===== src/rtl/sha256_pkg.sv =====
// Shared definitions for the SHA-256 message scheduler: sequencer states,
// core-state codes, the last round index and the small-sigma functions.
package sha256_pkg;

  typedef enum logic [2:0] {
    IDLE,
    LOAD,
    INIT,
    RUN,
    LAST,
    HOLD
  } sched_state_t;

  localparam logic [1:0] CORE_IDLE  = 2'b00;
  localparam logic [1:0] CORE_ROUND = 2'b01;
  localparam logic [1:0] CORE_LAST  = 2'b10;
  localparam logic [1:0] CORE_HOLD  = 2'b11;

  localparam logic [5:0] ROUND_LIMIT = 6'd63;

  function automatic logic [31:0] ssig0(input logic [31:0] x);
    return {x[6:0], x[31:7]} ^ {x[17:0], x[31:18]} ^ (x >> 3);
  endfunction

  function automatic logic [31:0] ssig1(input logic [31:0] x);
    return {x[16:0], x[31:17]} ^ {x[18:0], x[31:19]} ^ (x >> 10);
  endfunction

endpackage


===== src/rtl/sha256_w_expand.sv =====
// Combinational schedule expansion: W_t from W_{t-2}, W_{t-7}, W_{t-15}, W_{t-16}.
module sha256_w_expand
  import sha256_pkg::*;
(
  input  logic [31:0] w_m2,
  input  logic [31:0] w_m7,
  input  logic [31:0] w_m15,
  input  logic [31:0] w_m16,
  output logic [31:0] w_new
);

  assign w_new = ssig1(w_m2) + w_m7 + ssig0(w_m15) + w_m16;

endmodule


===== src/rtl/sha256_msg_sched.sv =====
// Buffers one 512-bit block over valid/ready, then sequences the compression
// core through rounds 0..63 while supplying W_t from a 16-word circular buffer.
module sha256_msg_sched
  import sha256_pkg::*;
#(
  parameter int DATA_WIDTH = 32
) (
  input  logic                  clk,
  input  logic                  rst,
  input  logic [DATA_WIDTH-1:0] data_in,
  input  logic                  valid_in,
  output logic                  ready_out,
  output logic                  start_out,
  output logic [1:0]            fsm_state_out,
  output logic [5:0]            round_out,
  output logic [DATA_WIDTH-1:0] w_out,
  output logic                  busy_out
);

  // Handshake: a word transfers on a rising edge where valid_in and ready_out
  // are both high; ready_out depends only on state, never on valid_in.
  sched_state_t state;
  logic [3:0]   count;
  logic [5:0]   round;
  logic [31:0]  wbuf [16];
  logic [31:0]  w_new;
  logic         accept;
  logic         in_rounds;
  logic [3:0]   i_m2;
  logic [3:0]   i_m7;
  logic [3:0]   i_m15;
  logic [3:0]   i_cur;

  assign accept    = valid_in & ready_out;
  assign in_rounds = (state == RUN) || (state == LAST);

  // 4-bit index arithmetic gives the mod-16 wrap of the circular buffer.
  assign i_cur = round[3:0];
  assign i_m2  = round[3:0] + 4'd14;
  assign i_m7  = round[3:0] + 4'd9;
  assign i_m15 = round[3:0] + 4'd1;

  sha256_w_expand u_expand (
    .w_m2  (wbuf[i_m2]),
    .w_m7  (wbuf[i_m7]),
    .w_m15 (wbuf[i_m15]),
    .w_m16 (wbuf[i_cur]),
    .w_new (w_new)
  );

  always_ff @(posedge clk or posedge rst) begin
    if (rst) begin
      state <= IDLE;
      count <= 4'd0;
      round <= 6'd0;
      for (int i = 0; i < 16; i++) wbuf[i] <= 32'd0;
    end else begin
      case (state)
        IDLE: begin
          if (accept) begin
            wbuf[0] <= data_in;
            count   <= 4'd1;
            state   <= LOAD;
          end
        end
        LOAD: begin
          if (accept) begin
            wbuf[count] <= data_in;
            count       <= count + 4'd1;
            if (count == 4'd15) state <= INIT;
          end
        end
        INIT: begin
          round <= 6'd0;
          state <= RUN;
        end
        RUN: begin
          if (round >= 6'd16) wbuf[i_cur] <= w_new;
          round <= round + 6'd1;
          if (round == ROUND_LIMIT - 6'd1) state <= LAST;
        end
        LAST: begin
          wbuf[i_cur] <= w_new;
          round       <= 6'd0;
          state       <= HOLD;
        end
        HOLD: begin
          count <= 4'd0;
          state <= IDLE;
        end
        default: state <= IDLE;
      endcase
    end
  end

  always_comb begin
    fsm_state_out = CORE_IDLE;
    case (state)
      RUN:     fsm_state_out = CORE_ROUND;
      LAST:    fsm_state_out = CORE_LAST;
      HOLD:    fsm_state_out = CORE_HOLD;
      default: fsm_state_out = CORE_IDLE;
    endcase
  end

  assign ready_out = (state == IDLE) || (state == LOAD);
  assign busy_out  = ~ready_out;
  assign start_out = (state == INIT);
  assign round_out = round;

  // Rounds 0..15 read the buffered message; later rounds use the expansion.
  assign w_out = !in_rounds     ? '0 :
                 (round < 6'd16) ? wbuf[i_cur] : w_new;

endmodule


===== config.mk =====
export PLATFORM = sky130hd
export DESIGN_NAME = sha256_msg_sched
export DESIGN_NICKNAME = d
export VERILOG_FILES = /design/src/rtl/sha256_pkg.sv /design/src/rtl/sha256_w_expand.sv /design/src/rtl/sha256_msg_sched.sv
export SDC_FILE = /design/constraint.sdc
export NUM_CORES = 2
export LEC_CHECK = 0
export CORE_AREA = 2 2 301 303
export CTS_BUF_LIST = sky130_fd_sc_hd__clkbuf_4 sky130_fd_sc_hd__clkbuf_8
export CTS_CLUSTER_SIZE = 24
export DETAILED_ROUTE_END_ITERATION = 6
export DIE_AREA = 0 0 303 305
export SETUP_SLACK_MARGIN = 0.4
export SKIP_LAST_GASP = 1
export SYNTH_ARGS = -nofsm -noshare
export SYNTH_HDL_FRONTEND = slang
export SYNTH_SLANG_ARGS = --single-unit

===== constraint.sdc =====
create_clock -name clk -period 25.6 [get_ports clk]
set_input_delay 5.12 -clock clk [delete_from_list [all_inputs] [get_ports clk]]
set_output_delay 5.12 -clock clk [all_outputs]
set_load 0.01 [all_outputs]

Word-level counts from Yosys, hierarchy flattened
Index checks and enable logic that the tools add are counted.
- word-level logic and storage cells: 108
- output and inout port bits: 43
- input port bits: 35
- flip-flop bits (word level): 525
- bitwise logic cells: 11
- multiplexer cells: 35
- eq/ne operators: 12
- magnitude comparators: 9
- reduce and logical (&&, ||, !) cells: 14
- $add $sub $neg: 8
- operators with widths (kind ; count):
    one-hot mux 480 bit (3 select lines) ; 1
    bitwise mux 512 bit ; 2
    2-to-1 mux 512 bit ; 2
    binary-select mux 32 bit (select 4 bit) ; 4
    2-to-1 mux 32 bit ; 13
    demux 32 bit (select 4 bit) ; 2
    one-hot mux 32 bit (4 select lines) ; 1
    adder 32 bit ; 3
    bitwise XOR 32 bit ; 2
    bitwise XOR 32 x 22 -> 32 bit ; 1
    bitwise XOR 32 x 29 -> 32 bit ; 1
    >= comparator 5 bit (second input constant) ; 5
    inverter 4 -> 5 bit ; 5
    one-hot mux 3 bit (5 select lines) ; 1
    2-to-1 mux 3 bit ; 4
    one-hot mux 4 bit (3 select lines) ; 1
    one-hot mux 6 bit (2 select lines) ; 1
    less-than comparator 5 x 1 -> 1 bit (second input constant) ; 2
    adder 4 x 1 -> 4 bit (second input constant) ; 2
    adder 4 bit (second input constant) ; 2
    2-to-1 mux 4 bit ; 2
    AND reduction 4 bit ; 2
    adder 6 x 1 -> 6 bit (second input constant) ; 1
    equality test 3 x 2 -> 1 bit (second input constant) ; 2
    other kinds (19) ; 27

Logic depth before layout (Yosys ltp)
- depth in word-level cells: 13
- mapped depth: 32
- depth with buffers taken out: 23

Modules after synthesis
A second synthesis with hierarchy kept.
- cells, all modules: 3763
- area, all modules: 42288.1 um^2
- by module, submodules not included (module ; times used ; area each (um^2) ; seq. area each (um^2) ; cells each):
    sha256_msg_sched ; 1 ; 37716.2 ; 13137.6 ; 3217
    sha256_w_expand ; 1 ; 4571.9 ; 0.0 ; 546

Worst setup path after synthesis
No wires, ideal clock.
- kind: reg2out
- start point: register round[0], in the netlist round_out[0]
- end point: output port w_out[27]
- path buffers: 11
- stages on the path, launching flop included: 33
- arrival: 8.362 ns
- data required time: 20.480 ns
- setup slack: 12.118 ns
- cell sequence: dfrtp_1 -> buf_4 -> buf_2 -> buf_2 -> buf_2 -> buf_2 -> buf_2 -> inv_1 -> ha_1 -> buf_2 -> clkbuf_1 -> clkbuf_1 -> clkbuf_1 -> mux4_2 -> mux4_2 -> xnor2_1 -> fa_1 -> inv_1 -> fa_1 -> inv_1 -> ha_1 -> inv_1 -> fa_1 -> nor2b_1 -> o2111ai_1 -> a31oi_1 -> o21ai_0 -> a211oi_1 -> a211oi_1 -> xnor2_1 -> clkbuf_1 -> nand2_1 -> a21oi_1
- longest elaborated chain between the ends: 12
- elaborated cells on any way between the ends: 29
- those cells by class: add/sub: 6; order compare: 1; mux: 14; bitwise: 8
- ends and longest elaborated chain (item ; RTL line ; text):
    start: declaration ; sha256_msg_sched.sv:24 ; logic [5:0] round;
    start signal: assignment ; sha256_msg_sched.sv:79 ; round <= round + 6'd1;
    adder 4 bit ; sha256_msg_sched.sv:39 ; assign i_m2 = round[3:0] + 4'd14;
    inverter 4 -> 5 bit (not written as such) ; sha256_msg_sched.sv:44 ; .w_m2 (wbuf[i_m2]),
    binary-select mux 32 bit (select 4 bit) ; sha256_msg_sched.sv:44 ;
    2-to-1 mux 32 bit (not written as such) (2 in a row) ; sha256_msg_sched.sv:44 ;
    bitwise XOR 32 bit ; sha256_pkg.sv:26 ; return {x[16:0], x[31:17]} ^ {x[18:0], x[31:19]} ^ (x >> 10);
    bitwise XOR 32 x 22 -> 32 bit ; sha256_pkg.sv:26 ;
    adder 32 bit (3 in a row) ; sha256_w_expand.sv:12 ; assign w_new = ssig1(w_m2) + w_m7 + ssig0(w_m15) + w_m16;
    2-to-1 mux 32 bit (*) ; sha256_msg_sched.sv:113 ; (round < 6'd16) ? wbuf[i_cur] : w_new;
    2-to-1 mux 32 bit (*) ; sha256_msg_sched.sv:112 ; assign w_out = !in_rounds ? '0 :
    end: declaration ; sha256_msg_sched.sv:16 ; output logic [DATA_WIDTH-1:0] w_out,
Mark *: on every way between the ends. The rest lies on a longest branch, timed or not. The select of a mux whose other input is x is not followed.

Final worst setup path
- start point: register round[0], in the netlist round_out[0]
- end point: output port w_out[31]
Same word-level chain as after synthesis.

==> flow_summary_export.csv <==
group,metric,value,unit
worst_setup_path,path_max_fanout,59,
run,cap_violations,1,
yosys,ys_warn_count,0,
cells_and_area,areaGrowthSynthToFinish,10.5,%
yosys,synth_cell_types,57,
sta,worst_pin_slew,1.48,ns
place,port_buffers,77,
sta,setup_violations,0,
yosys,synth_area,0.0399,mm²
worst_setup_path,crit_path_top_delay_cell,"dfrtp_4",
clock_tree,postCtsSetupBuffers,0,
sta,finalHoldViolCount,0,
drt,drc,7,
run_status,status,"finished with violations",
sta,skew,0.0875,ns
yosys,ys_seq_area_share,33.0,%
clock_tree,cts.reportedPaths.clkPinSlew,0.06,ns
global_routing,grt_max_degree,217,
global_routing,grt.total_usage,38.3,%
clock_tree,clock_latency,0.81,ns
cells_and_area,final_nets,3657,
die,dieWidth,303,µm
global_routing,grt_pass1_wl,253000,µm
run_status,violations,"DRC, capacitance limit",
worst_setup_path,crit_path_start,"round_out[0]",
sta,slew_viol_final,0,
worst_setup_path,cp_data_required_time,20.48,ns
clock_tree,cts_resized,0,
worst_setup_path,path_class,"flop to output port",
clock_tree,holdBufCountCts,0,
worst_setup_path,r2r-end,"wbuf[415]",
worst_setup_path,r2r_slack,15.81,ns
worst_setup_path,cp_cell_sequence,"inv_1 > ha_4 > buf_4 > buf_4 > mux4_2 > mux4_2 > xor2_1 > xnor2_1 > fa_1 > fa_1 > inv_1 > ha_1 > inv_1 > fa_1 > nor2b_1 > o2111ai_1 > a31oi_1 > o21ai_0 > a21oi_1 > a41oi_1 > xnor2_1 > a21oi_1 > clkdlybuf4s50_1",
worst_setup_path,r2r_start,"round_out[0]",
yosys,synth-edff-count,0,
yosys,async_flop_share,100,%
global_routing,grt_overflow,0,
sta,post-route-period-util,61.9,%
yosys,postSynthCellCount,3625,
global_routing,antenna_found_initial,8,
sta,setup_tns,0,ns
drt,wl_per_cell,36.9,µm
worst_setup_path,cpPeakStageDelay,0.91,ns
clock_tree,cts_inserted_buffers,99,
clock_tree,ctsHtreeMaxLevel,3,
die,core,0.0893,mm²
die,initial_utilization,44.6,%
yosys,synth_top_cell_area_share,33.0,%
yosys,yosysMostFrequentCell,"dfrtp_1",
place,place_hpwl,108000,µm
worst_setup_path,cp-end-kind,"output port",
yosys,synth_area_leaders,"dfrtp_1 (33%), mux4_2 (29%), a22oi_1 (8.1%)",
drt,avgViaCountPerCell,7.49,
sta,maxSlewHeadroom,1.07,%
sta,fin_crit,15.85,ns
global_routing,grt_use_met1,50.7,%
yosys,synth_seq_cells,525,
min_path,min_delay_path_depth,2,
global_routing,use_met3,13.4,%
worst_setup_path,cp.arrival,10.73,ns
sta,clock.fmax,63.1,MHz
clock_tree,clock-root-buffer,"clkbuf_8",
drt,dr.pass1.iters,7,
clock_tree,clockBufferDepth,3,
min_path,hold_class,"flop to flop",
clock_tree,numClockSinks,525,
die,die_height,305,µm
cells_and_area,drive_gt1_share,24.9,%
sta,rsz0062_at_grt,"no",
worst_setup_path,start_kind,"flop",
place,routabilityCongestion,1.05,
yosys,yosysTopAreaCell,"dfrtp_1",
yosys,synth_fp_nets,3763,
drt,ant_nets,0,
die,die_area,0.0924,mm²
worst_setup_path,r2r_cells,23,
yosys,ys_top_cells_by_count,"dfrtp_1 (525), mux4_2 (510), o21ai_0 (505)",
drt,routed_wl,176000,µm
drt,drt-initial-drc-count,6311,
global_routing,gr-usage-met2,53.6,%
global_routing,grt_pass1_vias,34600,
global_routing,grt_busiest_layer,"met2",
yosys,synthFlopType,"dfrtp_1",
clock_tree,cts_tree,"built",
worst_setup_path,worstSetupEndpoint,"w_out[31]",
die,rows,110,
drt,vias,35800,
die,ios,78,
yosys,avgSynthCellArea,11.0,µm²
## critical path, delay by kind of cell (launching register included)
kind | cells | cell delay, ns
adder cells (fa/ha/maj) | 5 | 2.19
XOR/XNOR | 3 | 1.00
buffers and inverters | 6 | 2.48
AND/OR/NAND/NOR | 1 | 0.16
flip-flops | 1 | 0.91
AO/OA/AOI/OAI | 6 | 1.91
multiplexers | 2 | 1.17
## through the flow
| stage | hold WS (ns) | utilization, % | cells | area, µm² | worst slack [ns] |
|---|---|---|---|---|---|
| final | 0.525 | 49.3 | 4773 | 44100 | 9.75 |
| after global routing | 0.547 | 49.3 | 4771 | 44100 | 9.33 |
| after detailed placement | 0.506 | 47.0 | 4594 | 42000 | 10.74 |
| after CTS | 0.517 | 49.3 | 4769 | 44100 | 9.92 |
| after global placement | 0.493 | 47.0 | 4594 | 42000 | 10.83 |
| after floorplan | 0.477 | - | 3625 | 39900 | 5.81 |
## worst min path at each step
stage / from / end / slack, ns
after floorplan: wbuf[128] / wbuf[128] / 0.48
after global placement: wbuf[278] / wbuf[278] / 0.49
after detailed placement: wbuf[141] / wbuf[141] / 0.51
after CTS: wbuf[141] / wbuf[141] / 0.52
after global routing: wbuf[141] / wbuf[141] / 0.55
final: wbuf[141] / wbuf[141] / 0.52
## cell families (layout without fill, tap and decap cells)
logic type	count (synthesis)	count (layout)	synth area share [%]
AOI/OAI and AO/OA	1160	1160	18.4
xor gates and xnor gates	154	154	3.43
adders and majority gates	103	103	4.40
buffers and inverters	524	492	5.21
DFF	525	525	33.0
muxes	518	518	29.0
other	0	4	0
and+or+nand+nor	641	641	6.55
## cell type report
| class | instances | area, µm² |
|---|---|---|
| Fill cell | 7992 | 45300 |
| Multi-Input combinational cell | 2576 | 25200 |
| Sequential cell | 525 | 13200 |
| Clock buffer | 143 | 1810 |
| Timing Repair Buffer | 200 | 1730 |
| Tap cell | 1176 | 1470 |
| Inverter | 117 | 447 |
| Clock inverter | 32 | 278 |
| Antenna cell | 4 | 10.0 |
## per-layer routing
layer	share of wire (%)	vias to the layer above
met5	0.013	-
met4	7.3	4
met3	15	716
met2	43	3240
met1	35	18100
li1	-	13700
## flip-flops by register name (all words and copies together), names as in the netlist
| signal | flops |
|---|---|
| wbuf | 512 |
| round_out | 6 |
| count | 4 |
| state | 3 |
## cells in the final DEF (no fill, tap or decap), drive strengths merged, types with 23 or more instances in the layout
cell type	instances
fa	62
clkdlybuf4s50	77
xor2	24
a22oi	432
inv	119
nor2	71
a21oi	72
nand3	23
o21ai	532
ha	41
clkbuf	143
dfrtp	525
buf	123
a32oi	47
xnor2	130
nand2	469
nor3	28
clkinv	24
mux4	510
Power is left out: the tool's default activity adds up to more than one toggle a clock period on the data nets, which glitch-free logic cannot reach.
